### src/rtl/imm_decode_stage_if.sv
`default_nettype none
// +----------------------------------------------------------------------------+
// | imm_decode_stage_if : IF/ID -> ID/EX handshake bundle for imm_decode_stage |
// | Rev 1.0                                                                    |
// +----------------------------------------------------------------------------+
interface imm_decode_stage_if #(
    parameter int XLEN = 32
);
    logic            in_valid;
    logic            in_ready;
    logic [31:0]     inst;
    logic [XLEN-1:0] pc;
    logic            flush;
    logic            out_valid;
    logic            out_ready;
    logic [XLEN-1:0] out_imm;
    logic [2:0]      out_fmt;
    logic [XLEN-1:0] out_target;
    logic            out_illegal;

    modport master (
        output in_valid, inst, pc, flush, out_ready,
        input  in_ready, out_valid, out_imm, out_fmt, out_target, out_illegal
    );

    modport slave (
        input  in_valid, inst, pc, flush, out_ready,
        output in_ready, out_valid, out_imm, out_fmt, out_target, out_illegal
    );
endinterface
`default_nettype wire

### src/rtl/imm_decode_stage.sv
`default_nettype none
// +----------------------------------------------------------------------------+
// | imm_decode_stage : registered RV32I/RV64I immediate + PC-relative target   |
// | Rev 1.0                                                                    |
// +----------------------------------------------------------------------------+
module imm_decode_stage #(
    parameter int XLEN = 32
) (
    input  wire logic        clk,
    input  wire logic        reset_n,
    imm_decode_stage_if.slave bus
);
    localparam logic [6:0] c_op_imm    = 7'b0010011;
    localparam logic [6:0] c_op_load   = 7'b0000011;
    localparam logic [6:0] c_op_jalr   = 7'b1100111;
    localparam logic [6:0] c_op_system = 7'b1110011;
    localparam logic [6:0] c_op_store  = 7'b0100011;
    localparam logic [6:0] c_op_branch = 7'b1100011;
    localparam logic [6:0] c_op_lui    = 7'b0110111;
    localparam logic [6:0] c_op_auipc  = 7'b0010111;
    localparam logic [6:0] c_op_jal    = 7'b1101111;
    localparam logic [6:0] c_op_reg    = 7'b0110011;

    localparam logic [2:0] c_fmt_r   = 3'd0;
    localparam logic [2:0] c_fmt_i   = 3'd1;
    localparam logic [2:0] c_fmt_s   = 3'd2;
    localparam logic [2:0] c_fmt_b   = 3'd3;
    localparam logic [2:0] c_fmt_u   = 3'd4;
    localparam logic [2:0] c_fmt_j   = 3'd5;
    localparam logic [2:0] c_fmt_bad = 3'd7;

    localparam logic [XLEN-1:0] c_pc_step = {{(XLEN-3){1'b0}}, 3'b100};

    logic [6:0]      w_opcode;
    logic [2:0]      w_funct3;
    logic [31:0]     w_imm32;
    logic [2:0]      w_fmt;
    logic            w_illegal;
    logic            w_pc_rel;
    logic [XLEN-1:0] w_imm;
    logic [XLEN-1:0] w_target;
    logic            w_accept;

    logic            valid_q;
    logic            valid_d;
    logic [XLEN-1:0] imm_q;
    logic [XLEN-1:0] target_q;
    logic [2:0]      fmt_q;
    logic            illegal_q;

    assign w_opcode = bus.inst[6:0];
    assign w_funct3 = bus.inst[14:12];

    // Every format is built as a 32-bit signed value first, then widened once.
    always_comb begin
        w_imm32   = 32'd0;
        w_fmt     = c_fmt_bad;
        w_illegal = 1'b0;
        w_pc_rel  = 1'b0;
        case (w_opcode)
            c_op_imm: begin
                w_fmt = c_fmt_i;
                if (w_funct3 == 3'b001 || w_funct3 == 3'b101) begin
                    // shamt only; funct7 bits (arithmetic-shift select) are dropped
                    if (XLEN == 64) w_imm32 = {26'd0, bus.inst[25:20]};
                    else            w_imm32 = {27'd0, bus.inst[24:20]};
                end else begin
                    w_imm32 = {{20{bus.inst[31]}}, bus.inst[31:20]};
                end
            end
            c_op_load, c_op_jalr, c_op_system: begin
                w_fmt   = c_fmt_i;
                w_imm32 = {{20{bus.inst[31]}}, bus.inst[31:20]};
            end
            c_op_store: begin
                w_fmt   = c_fmt_s;
                w_imm32 = {{20{bus.inst[31]}}, bus.inst[31:25], bus.inst[11:7]};
            end
            c_op_branch: begin
                w_fmt    = c_fmt_b;
                w_pc_rel = 1'b1;
                w_imm32  = {{19{bus.inst[31]}}, bus.inst[31], bus.inst[7],
                            bus.inst[30:25], bus.inst[11:8], 1'b0};
            end
            c_op_lui: begin
                w_fmt   = c_fmt_u;
                w_imm32 = {bus.inst[31:12], 12'd0};
            end
            c_op_auipc: begin
                w_fmt    = c_fmt_u;
                w_pc_rel = 1'b1;
                w_imm32  = {bus.inst[31:12], 12'd0};
            end
            c_op_jal: begin
                w_fmt    = c_fmt_j;
                w_pc_rel = 1'b1;
                w_imm32  = {{11{bus.inst[31]}}, bus.inst[31], bus.inst[19:12],
                            bus.inst[20], bus.inst[30:21], 1'b0};
            end
            c_op_reg: begin
                w_fmt = c_fmt_r;
            end
            default: begin
                w_illegal = 1'b1;
            end
        endcase
    end

    generate
        if (XLEN == 64) begin : g_xlen64
            assign w_imm = {{32{w_imm32[31]}}, w_imm32};
        end else begin : g_xlen32
            assign w_imm = w_imm32;
        end
    endgenerate

    // JALR falls through to pc+4: its rs1-relative target is resolved in EX.
    assign w_target = bus.pc + (w_pc_rel ? w_imm : c_pc_step);

    assign bus.in_ready = !valid_q || bus.out_ready;
    assign w_accept     = bus.in_valid && bus.in_ready;

    always_comb begin
        valid_d = valid_q;
        if (bus.flush)         valid_d = 1'b0;
        else if (w_accept)     valid_d = 1'b1;
        else if (bus.out_ready) valid_d = 1'b0;
    end

    always_ff @(posedge clk or negedge reset_n) begin
        if (!reset_n) begin
            valid_q   <= 1'b0;
            imm_q     <= '0;
            target_q  <= '0;
            fmt_q     <= 3'd0;
            illegal_q <= 1'b0;
        end else begin
            valid_q <= valid_d;
            if (w_accept) begin
                imm_q     <= w_imm;
                target_q  <= w_target;
                fmt_q     <= w_fmt;
                illegal_q <= w_illegal;
            end
        end
    end

    assign bus.out_valid   = valid_q;
    assign bus.out_imm     = imm_q;
    assign bus.out_target  = target_q;
    assign bus.out_fmt     = fmt_q;
    assign bus.out_illegal = illegal_q;
endmodule
`default_nettype wire

### src/flat_wrapper.sv
// flat-port wrapper written by rule: the top's interface ports become plain ports
module imm_decode_stage_flat 
#(
    parameter int XLEN = 32
)
  (clk, reset_n, bus_in_valid, bus_inst, bus_pc, bus_flush, bus_out_ready, bus_in_ready, bus_out_valid, bus_out_imm, bus_out_fmt, bus_out_target, bus_out_illegal);
  imm_decode_stage_if #(.XLEN(XLEN)) bus_i ();
  input  wire logic clk;
  input  wire logic reset_n;
  input wire logic [$bits(bus_i.in_valid)-1:0] bus_in_valid;
  input wire logic [$bits(bus_i.inst)-1:0] bus_inst;
  input wire logic [$bits(bus_i.pc)-1:0] bus_pc;
  input wire logic [$bits(bus_i.flush)-1:0] bus_flush;
  input wire logic [$bits(bus_i.out_ready)-1:0] bus_out_ready;
  output wire logic [$bits(bus_i.in_ready)-1:0] bus_in_ready;
  output wire logic [$bits(bus_i.out_valid)-1:0] bus_out_valid;
  output wire logic [$bits(bus_i.out_imm)-1:0] bus_out_imm;
  output wire logic [$bits(bus_i.out_fmt)-1:0] bus_out_fmt;
  output wire logic [$bits(bus_i.out_target)-1:0] bus_out_target;
  output wire logic [$bits(bus_i.out_illegal)-1:0] bus_out_illegal;
  assign bus_i.in_valid = bus_in_valid;
  assign bus_i.inst = bus_inst;
  assign bus_i.pc = bus_pc;
  assign bus_i.flush = bus_flush;
  assign bus_i.out_ready = bus_out_ready;
  assign bus_in_ready = bus_i.in_ready;
  assign bus_out_valid = bus_i.out_valid;
  assign bus_out_imm = bus_i.out_imm;
  assign bus_out_fmt = bus_i.out_fmt;
  assign bus_out_target = bus_i.out_target;
  assign bus_out_illegal = bus_i.out_illegal;
  imm_decode_stage #(.XLEN(XLEN)) u_core (.clk(clk), .reset_n(reset_n), .bus(bus_i));
endmodule
### config.mk
export PLATFORM = sky130hd
export DESIGN_NAME = imm_decode_stage_flat
export DESIGN_NICKNAME = d
export VERILOG_FILES = /design/src/rtl/imm_decode_stage_if.sv /design/src/rtl/imm_decode_stage.sv /design/src/flat_wrapper.sv
export SDC_FILE = /design/constraint.sdc
export NUM_CORES = 1
export LEC_CHECK = 0
export BUFFER_PORTS_ARGS = -buffer_cell sky130_fd_sc_hd__buf_4
export CAP_MARGIN = 30
export CORE_AREA = 2 2 75 148
export CTS_CLUSTER_DIAMETER = 120
export DETAILED_ROUTE_END_ITERATION = 16
export DIE_AREA = 0 0 77 150
export GPL_TIMING_DRIVEN = 1
export PLACE_DENSITY = 0.74
export SETUP_SLACK_MARGIN = 0.3
export SYNTH_ARGS = -nofsm -noshare
export SYNTH_HDL_FRONTEND = slang
export SYNTH_SLANG_ARGS = --single-unit
### constraint.sdc
create_clock -name clk -period 1.6 [get_ports clk]
set_input_delay 0.08 -clock clk [delete_from_list [all_inputs] [get_ports clk]]
set_output_delay 0.08 -clock clk [all_outputs]
set_load 0.05 [all_outputs]
Yosys cells after proc, flatten, opt, wreduce, memory -nomap -nowiden
Cells that the tools add are included.
Word-level totals
  memories: 0
  bits in latches: 0
  bits in read-only memories: 0
  RAM bits: 0
  register bits: 69
  word-level logic and storage cells: 37
  output and inout port bits: 70
  input bits: 69
Operators by class
  div/mod/pow operators: 0
  shift operators: 0
  add/subtract/negate cells: 1
  reductions and logical operators: 10
  bitwise gates (word level): 0
  magnitude comparators: 0
  muxes and demuxes: 9
  multiply operators: 0
  eq/ne operators: 12
Operators by type and width (count)
  $pmux 32 s6: 1
  $mux 32: 2
  $add 32x32->32: 1
  $eq 7x7->1 const B: 4
  $eq 7x6->1 const B: 3
  $pmux 3 s6: 1
  $eq 7x5->1 const B: 2
  $reduce_or 10->1: 1
  $eq 7x2->1 const B: 1
  $reduce_or 3->1: 2
  $mux 1: 5
  $reduce_or 4->1: 1
  $eq 3x1->1 const B: 1
  $eq 3x3->1 const B: 1
  $reduce_bool 3->1: 1
  $logic_or 1x1->1: 2
  $reduce_or 2->1: 1
  $logic_and 1x1->1: 1
  $logic_not 1->1: 1

Depth between registers and ports, before layout
  depth in word-level cells: 6
  gate-level depth with buffers: 16
  mapped depth without buffers: 15

Least setup slack after synthesis
OpenSTA, ideal clock, no wires.
  kind: input to register
  start point: in bus_inst[5]
  end point: reg u_core.target_q[31] (netlist: u_core.bus.out_target[31])
  setup time: 0.067 ns
  required time: 1.533 ns
  buffers on the path: 3
  stages on the path: 16
  arrival time: 3.025 ns
  setup slack: -1.492 ns
  cell sequence: buf_2 > nand2_1 > nor2_1 > and3_1 > o211ai_1 > clkbuf_1 > a21oi_1 > ha_1 > buf_6 > a21oi_2 > o21ai_1 > a2111oi_0 > nor3_1 > or4_1 > mux2_2 > nand3_2
On the way
  cells in the longest elaborated chain, start to end: 5
  elaborated cells on any way between the ends: 16
  those cells by class: 1 x add/sub; 9 x eq/ne; 3 x mux; 3 x reduce/logical
Ends and longest elaborated chain
  start: declaration: RTL line flat_wrapper.sv:11  | input wire logic [$bits(bus_i.inst)-1:0] bus_inst;
  $eq 7x2->1, or another cell as far along: RTL line imm_decode_stage.sv:60  | case (w_opcode)
  $reduce_or 3->1 / $reduce_or 2->1 (equally long branches)
  $pmux 32 s6 / $mux 1 (equally long branches): RTL line imm_decode_stage.sv:60
  $mux 32 (*): RTL line imm_decode_stage.sv:118  | assign w_target = bus.pc + (w_pc_rel ? w_imm : c_pc_step);
  $add 32x32->32 (*): RTL line imm_decode_stage.sv:118
  end signal: assignment: RTL line imm_decode_stage.sv:141  | target_q <= w_target;
  end: declaration: RTL line imm_decode_stage.sv:47  | logic [XLEN-1:0] target_q;
Every way passes the cells marked *; elsewhere a longest branch is shown, timed or not.
A chain may end at the register's enable or synchronous reset.

Final worst setup path
  start point: in bus_inst[1]
  end point: reg u_core.target_q[17] (netlist: u_core.bus.out_target[17])
The elaborated chain is that of the path after synthesis.

==> results.ini <==
[yosys]
synth_fp_nets=710
synth_edf_count=0
ys_warn_count=0
seq_area_frac_synth_pct=35.2
syn_area_per_cell_um2=8.04
ys_ff_latch=69
async_flop_share_pct=100
postSynthCellCount=609
syn-cell-area_mm2=0.00490
synth.distinct_cells=64
postSynth.topFlopCell=dfrtp_1

[clocking]
cts_tree=yes
clock_latency_ns=0.36
cts_made_buffers=9
clkTransAtPathRegs_ns=0.07
root_buffer=clkbuf_16
clockBufferDepth=2
htreeDepth=3
clkSinkCount=69

[route]
drt-initial-drc-count=772
avgViaCountPerCell=6.59
post_drt_wl_per_cell_um=25.9
first_pass_iters=8
drc=0
routed_wl_mm=28.6
antenna_left=0
vias=7278

[worst_setup_path]
critPathLaunchType=primary input
path_class=primary input to register
arrival_ns=3.23
rrSetupSlack_ns=-0.13
endpoint_kind=register
crit_required_ns=1.83
worstPathMaxFanout=4

[timing]
finalCritPeriodShare_pct=188
clock_skew_ns=0.00677
rsz0062_at_grt=yes
min_period_ns=3.00
fin_hold_ws_ns=0.0210
setup_viol=31
timing.fmax_mhz=333
drv_slew=0
final.setup.worst_slack_ns=-1.40
hold_viol=0

[power_and_ir_drop]
switching_share_pct=38.4
sequentialPowerShare_pct=32.4
p_clk_share_pct=31.5
p_leak_nw=4.39
combPwrFrac_pct=36.1
peakVddDrop_mv=0.816
switching_power_w=0.00239
p_int_w=0.00382
p_per_area_mw_per_mm2=643
p_total_w=0.00621

[final_layout]
drive_gt1_share_pct=59.2
fin_area_mm2=0.00965
layout_commonest_cell=buf_4
final_cell_mix=329 x buf_4, 83 x nand2_1, 68 x dfrtp_1
antenna-diode-count=0
fin_nets=1064
syn2layout_area_growth_pct=97.0

[floorplanning]
core-area_mm2=0.0105
start_util_pct=46.8
rows=53
die_w_um=77
die_h_um=150
io_pins=139
fp.dieArea_mm2=0.0116

[run]
drv_cap=0

[global_routing]
antenna_found_initial=0
grt_pass1_wl_mm=34.9
grt_max_degree=87
grt_usage_pct=39.0
overflow=0
grt_pass1_vias=6769

[run_status]
violations=setup timing
status=complete, but fails checks

[place]
port_buffers=138
place_area_mm2=0.00763
place_congestion=0.977
place_hpwl_mm=15.5

[min_path]
worstHoldPathType=primary input to register

[final timing paths]
kind	from	end	depth (start not counted)
min in group asynchronous	reset_n	u_core.bus.out_target[15]$_DFFE_PN0P_	2
hold / removal	bus_inst[27]	u_core.bus.out_imm[7]$_DFFE_PN0P_	3
setup reg to reg	u_core.bus.out_valid$_DFFE_PN0P_	u_core.bus.out_target[30]$_DFFE_PN0P_	5
hold reg to reg	u_core.bus.out_target[15]$_DFFE_PN0P_	u_core.bus.out_target[15]$_DFFE_PN0P_	2
setup / recovery	bus_inst[1]	u_core.bus.out_target[17]$_DFFE_PN0P_	17
max in group asynchronous	reset_n	u_core.bus.out_target[11]$_DFFE_PN0P_	3
[critical path: stages]
cell	delay (ns)
buf_4	0.13
and2_2	0.24
buf_4	0.16
o21a_1	0.17
a22oi_2	0.42
or2_4	0.23
inv_1	0.07
ha_4	0.17
a211oi_4	0.30
o211ai_1	0.16
buf_4	0.21
buf_6	0.13
nand3_2	0.05
o211ai_1	0.12
o31ai_1	0.30
xor2_1	0.19
o21ai_1	0.09
[synth_stat cells, drive strengths merged (11+ instances only)]
| cell type | n | share of area, % |
|---|---|---|
| nand2 | 95 | 7.3 |
| dfrtp | 69 | 35 |
| o21ai | 64 | 6.5 |
| a21oi | 62 | 6.4 |
| nor2 | 48 | 3.7 |
| ha | 31 | 7.9 |
| clkbuf | 28 | 2.2 |
| nand3 | 18 | 1.9 |
| a31oi | 16 | 2.0 |
| xor2 | 15 | 2.7 |
| a21o | 12 | 1.8 |
| inv | 11 | 0.84 |
[cells by family after synthesis]
kind of cell	synth area share, %
adder cells (fa/ha/maj)	8.33
buffers and inverters	4.29
AND/OR/NAND/NOR	20.8
multiplexers	0.664
XOR/XNOR	4.47
flip-flops	35.2
AO/OA/AOI/OAI	26.1
other	0.0766
[power groups by stage]
stage,Clock (W),Sequential [W],Combinational (W)
5_1_grt,0.00203,0.00202,0.00231
3_5_place_dp,0,0.00202,0.00179
4_1_cts,0.00191,0.00199,0.00196
3_3_place_gp,0,0.00202,0.00176
2_1_floorplan,0,0.00254,0.000520
6_report,0.00195,0.00201,0.00224
[timing repair]
item | in CTS | in global routing
cloned | 0 | 5
hold endpoints to repair | 32 | 0
resized for setup | 142 | 114
endpoints found under the setup margin | 51 | 62
hold buffers | 3 | 0
setup buffers | 34 | 23
pin swaps | 83 | 77
[sequential cells by signal (all words and copies together), names as in the netlist]
register,count
u_core.bus.out_fmt,3
u_core.bus.out_illegal,1
u_core.bus.out_imm,32
u_core.bus.out_target,32
u_core.bus.out_valid,1
[layer usage]
metal	global-route usage, %	vias up	part of all wire [%]
met5	0	-	0
met3	6.63	264	8.7
met1	39.5	3445	32
li1	-	2923	-
met2	71.1	646	48
met4	28.0	0	10
[cell type report]
cell class	instances	area (um2)
well taps	137	171
inverters	11	41.3
clock inverters	7	52.6
fillers	407	830
clock buffers	9	225
multi-input cells	491	4250
repair buffers	381	3180
flip-flops and latches	69	1730
[metrics by stage]
step,setup TNS (ns),utilization (%),setup WS (ns),cells
6_report,-34.70,92.1,-1.40,1105
4_1_cts,-23.97,84.4,-1.05,1077
3_5_place_dp,-43.16,72.9,-1.72,1024
5_1_grt,-37.65,92.1,-1.50,1105
3_3_place_gp,-40.93,72.9,-1.70,1024
2_1_floorplan,-24.65,-,-1.27,609
No activity file was read; power rests on OpenSTA's default activity.
